==> src/rtl/pipe_pkg.sv <==
// Shared definitions for the single-slot operand pipeline.
//   pipe_state_e : EMPTY/FULL occupancy encoding of the output register
//   N_IN_MIN/MAX : legal range for the number of selectable inputs
package pipe_pkg;

  typedef enum logic {
    EMPTY = 1'b0,
    FULL  = 1'b1
  } pipe_state_e;

  localparam int unsigned N_IN_MIN = 2;
  localparam int unsigned N_IN_MAX = 16;

endpackage : pipe_pkg

==> src/rtl/mux_n.sv <==
// Combinational N-way selector.
//   data_in : packed inputs, input k at [k*WIDTH +: WIDTH]
//   sel     : input index
//   data_c  : selected input, zero when sel is out of range
//   oor_c   : high when sel >= N_IN
module mux_n #(
  parameter int unsigned WIDTH = 32,
  parameter int unsigned N_IN  = 4,
  parameter int unsigned SEL_W = 2
) (
  input  logic [N_IN*WIDTH-1:0] data_in,
  input  logic [SEL_W-1:0]      sel,
  output logic [WIDTH-1:0]      data_c,
  output logic                  oor_c
);

  // Default to zero/out-of-range; any matching index overrides.
  always_comb begin
    data_c = '0;
    oor_c  = 1'b1;
    for (int k = 0; k < int'(N_IN); k++) begin
      if (sel == SEL_W'(k)) begin
        data_c = data_in[k*WIDTH +: WIDTH];
        oor_c  = 1'b0;
      end
    end
  end

endmodule : mux_n

==> src/rtl/ex_operand_mux.sv <==
// Registered operand selector with a one-deep valid/ready output slot.
//   clk, rst_n          : clock, async active-low reset
//   entradas, sel       : packed operands and index, taken with in_valid
//   in_valid / in_ready : upstream handshake (in_ready is combinational)
//   flush               : drop any held result, blocks a same-cycle accept
//   value / out_valid   : registered result and its valid flag
//   out_ready           : downstream consumes value
//   sel_err / err_clr   : sticky out-of-range-select flag and its clear
module ex_operand_mux
  import pipe_pkg::*;
#(
  parameter int unsigned WIDTH = 32,
  parameter int unsigned N_IN  = 4,
  parameter int unsigned SEL_W = 2
) (
  input  logic                  clk,
  input  logic                  rst_n,
  input  logic [N_IN*WIDTH-1:0] entradas,
  input  logic [SEL_W-1:0]      sel,
  input  logic                  in_valid,
  output logic                  in_ready,
  input  logic                  flush,
  output logic [WIDTH-1:0]      value,
  output logic                  out_valid,
  input  logic                  out_ready,
  output logic                  sel_err,
  input  logic                  err_clr
);

  // Parameter legality checked at elaboration.
  if (int'(SEL_W) != $clog2(N_IN)) begin : g_bad_sel_w
    $error("ex_operand_mux: SEL_W must equal clog2(N_IN)");
  end
  if (N_IN < N_IN_MIN || N_IN > N_IN_MAX) begin : g_bad_n_in
    $error("ex_operand_mux: N_IN outside legal range");
  end

  pipe_state_e      state_q, state_d;
  logic [WIDTH-1:0] value_q, value_d;
  logic             sel_err_q, sel_err_d;
  logic [WIDTH-1:0] mux_data_c;
  logic             mux_oor_c;
  logic             accept_c;

  mux_n #(
    .WIDTH (WIDTH),
    .N_IN  (N_IN),
    .SEL_W (SEL_W)
  ) u_mux (
    .data_in (entradas),
    .sel     (sel),
    .data_c  (mux_data_c),
    .oor_c   (mux_oor_c)
  );

  // Slot can take a new operand when empty or being drained this cycle.
  assign in_ready  = (state_q == EMPTY) || out_ready;
  assign accept_c  = in_valid && in_ready && !flush;

  assign out_valid = (state_q == FULL);
  assign value     = value_q;
  assign sel_err   = sel_err_q;

  // Next-state, result and error-flag logic.
  always_comb begin
    state_d   = state_q;
    value_d   = value_q;
    sel_err_d = sel_err_q;

    case (state_q)
      EMPTY:   if (accept_c) state_d = FULL;
      FULL:    if (out_ready && !accept_c) state_d = EMPTY;
      default: state_d = EMPTY;
    endcase

    // Flush wins over everything; value is left untouched.
    if (flush) state_d = EMPTY;

    if (accept_c) value_d = mux_data_c;

    // A new error takes priority over a coincident clear.
    if (accept_c && mux_oor_c) begin
      sel_err_d = 1'b1;
    end else if (err_clr) begin
      sel_err_d = 1'b0;
    end
  end

  // State register.
  always_ff @(posedge clk or negedge rst_n) begin
    if (!rst_n) begin
      state_q   <= EMPTY;
      value_q   <= '0;
      sel_err_q <= 1'b0;
    end else begin
      state_q   <= state_d;
      value_q   <= value_d;
      sel_err_q <= sel_err_d;
    end
  end

endmodule : ex_operand_mux

==> config.mk <==
export PLATFORM = sky130hd
export DESIGN_NAME = ex_operand_mux
export DESIGN_NICKNAME = d
export VERILOG_FILES = /design/src/rtl/pipe_pkg.sv /design/src/rtl/mux_n.sv /design/src/rtl/ex_operand_mux.sv
export SDC_FILE = /design/constraint.sdc
export NUM_CORES = 1
export LEC_CHECK = 0
export ABC_AREA = 1
export CAP_MARGIN = 25
export CORE_MARGIN = 2
export CORE_UTILIZATION = 37
export CTS_CLUSTER_DIAMETER = 60
export CTS_CLUSTER_SIZE = 25
export DETAILED_ROUTE_END_ITERATION = 8
export PLACE_DENSITY = 0.95
export SYNTH_ARGS = -nofsm -noshare
export SYNTH_HDL_FRONTEND = slang
export SYNTH_SLANG_ARGS = --single-unit
==> constraint.sdc <==
create_clock -name clk -period 2.4 [get_ports clk]
set_input_delay 0.36 -clock clk [delete_from_list [all_inputs] [get_ports clk]]
set_output_delay 0.36 -clock clk [all_outputs]
set_load 0.01 [all_outputs]
==> results.cfg <==
[synth]
synth_enable_flop_cells = 0
syn_avg_cell_area_sq_um = 6.312
yosysMostFrequentCell = nand2_1
ys_ff_latch = 34
yosysWarnings = 0
synth.top_cell.area_share = 0.3744
ys_types = 14
yosys.area.top_type = dfrtp_1
syn-num-nets = 496
synth.cell_area_sq_um = 2272
synthArstFlopShare = 1.000
ys.flop_type = dfrtp_1
syn_inst = 360
synth_commonest_cells = nand2_1 (128), nor2_1 (66), nand3_1 (64)
synth_area_leaders = dfrtp_1 (37%), nand2_1 (21%), nand3_1 (14%), nor2_1 (11%), o21ai_0 (7.0%)
yosysSeqAreaShare = 0.3744

[clocking]
ctsResizeCount = 0
clkTransAtPathRegs_ps = 70
cts_made_buffers = 5
postCtsSetupBuffers = 0
clock_path_buffers = 2
hold_buffers = 0
cts_root_buffer = clkbuf_8
cts_htree_levels = 2
cts_sinks = 34
cts_tree = built
clock_latency_ps = 280

[timing]
clock_skew_ps = 7.207
fmax_mhz = 543.2
layout_min_cycle_time_ps = 1841
fin_crit_sh = 0.7671
tightest_slew_ps = 799.9
setup_viol = 0
slew_headroom = 0.4668
rsz0062_at_grt = false
fin_setup_tns_ps = 0
final-hold-violation-count = 0
slew_viol_final = 0

[routing]
ant_nets = 0
drtIter0Drc = 118
viasPerCell = 5.051
detail_route.first_pass.iterations = 4
post-route-drc-count = 0
vias = 2990
routed_wl_um = 8407
post_drt_wl_per_cell_um = 14.20

[placed_design]
routabilityCongestion = 0.8358
dp_hpwl_um = 6158
io_buffers = 170

[finish]
drive_above_1_share = 0.04255
nFillCells = 482
fin_nets = 652
syn_to_final_growth_pct = 78.03
n_antenna_cell = 0

[global_routing]
grt_pass1_vias = 2888
antenna_found_initial = 0
grt_use_total = 0.2460
grt-ovfl-total = 0
grt_max_degree = 65
grt_pass1_wl_um = 12890

[critical_path]
crit_slowest_cell = clkdlybuf4s50_1
path_cells = clkdlybuf4s50_1, inv_2, nand2_2, clkdlybuf4s50_1
endpoint_kind = primary output
arrival_ps = 1480
startpoint_type = input pin
cp_num_buf_inv = 3
critical-path-max-stage-delay_ps = 540
crit_path_max_fanout = 3
crit_type = in2out
critical_path.top_delay_family = buffers and inverters
critPathRequiredTime_ps = 2040
critPathMostFrequentCell = clkdlybuf4s50_1

[floorplanning]
die_w_um = 82.37
die_h_um = 82.37
initial_utilization = 0.3838
coreArea_sq_um = 5921
pin_count = 171
die_area_sq_um = 6784
num_rows = 28

[power]
finalPower_mw = 1.892
pwr_density_cell_nw_per_um2 = 467.8
power_leakage_nw = 1.857
max-vdd-ir-drop_mv = 0.2741

[min_path]
hold_path_class = in2async

[run]
cap_violations = 0

[run_status]
status = finished, final reports clean
==> cells in the final DEF (no fill, tap or decap) <==
| cell type | instances |
|---|---|
| a21oi_1 | 1 |
| buf_12 | 1 |
| buf_2 | 2 |
| buf_4 | 4 |
| clkbuf_1 | 1 |
| clkbuf_8 | 6 |
| clkdlybuf4s50_1 | 168 |
| clkinv_2 | 1 |
| dfrtp_1 | 34 |
| inv_1 | 1 |
| inv_2 | 4 |
| nand2_1 | 128 |
| nand2_2 | 2 |
| nand2_4 | 1 |
| nand3_1 | 64 |
| nor2_1 | 66 |
| nor2_4 | 1 |
| o21ai_0 | 32 |
==> metrics by stage <==
step                      hold slack, ps  utilization  cells  area [sq um]  setup WS (ps)
final                              166.7       0.6832    592          4045          559.0
after global routing               235.4       0.6832    592          4045          503.0
after CTS                          189.9       0.6832    592          4045          558.0
after detailed placement           463.7       0.6678    584          3954          382.1
after global placement             461.1       0.6678    584          3954          477.4
after floorplan                    64.41            -    360          2272           1296
==> logic make-up after synthesis <==
kind of cell,share of synthesized area
and+or+nand+nor,0.4769
DFF,0.3745
AOI/OAI and AO/OA,0.07268
buffers and inverters,0.07598
==> where the power goes <==
group | switching (mW) | internal (mW)
clock network | 0.208 | 0.232
logic | 0.302 | 0.434
registers | 0.0516 | 0.665
==> worst paths after layout <==
check | from | endpoint | slack, ps | cells after the start
max | out_ready | in_ready | 560 | 4
max reg2reg | out_valid | value[31] | 1280 | 6
min in group clk | value[20] | value[20] | 480 | 2
min reg2reg | value[20] | value[20] | 480 | 2
max in group asynchronous | rst_n | value[22] | 1730 | 1
min | rst_n | value[5] | 170 | 1
==> worst register-to-register path: cells and delay by family (launching register included) <==
| family | cells | cell delay [ps] |
|---|---|---|
| flip-flops | 1 | 370 |
| AND/OR/NAND/NOR | 5 | 390 |
| buffers and inverters | 1 | 260 |
==> registers in the layout, indices dropped and copies added (netlist names) <==
| name | flops |
|---|---|
| out_valid | 1 |
| sel_err | 1 |
| value | 32 |
==> layer usage <==
layer	global-route usage	up-vias	part of all wire
met2	0.4468	128	0.52
met4	0.07167	0	0.020
met3	0.05870	14	0.080
met5	0	-	0
met1	0.2852	1386	0.38
li1	-	1462	-
==> layout make-up <==
class | count | area, sq um | area share
flip-flops and latches | 34 | 850.8 | 0.2103
multi-input cells | 295 | 1249 | 0.3087
well taps | 75 | 93.84 | 0.02320
clock inverters | 1 | 5.005 | 0.001237
inverters | 5 | 18.77 | 0.004640
repair buffers | 175 | 1742 | 0.4306
clock buffers | 7 | 86.33 | 0.02134
Note: power is estimated with default switching activity, not from simulation.
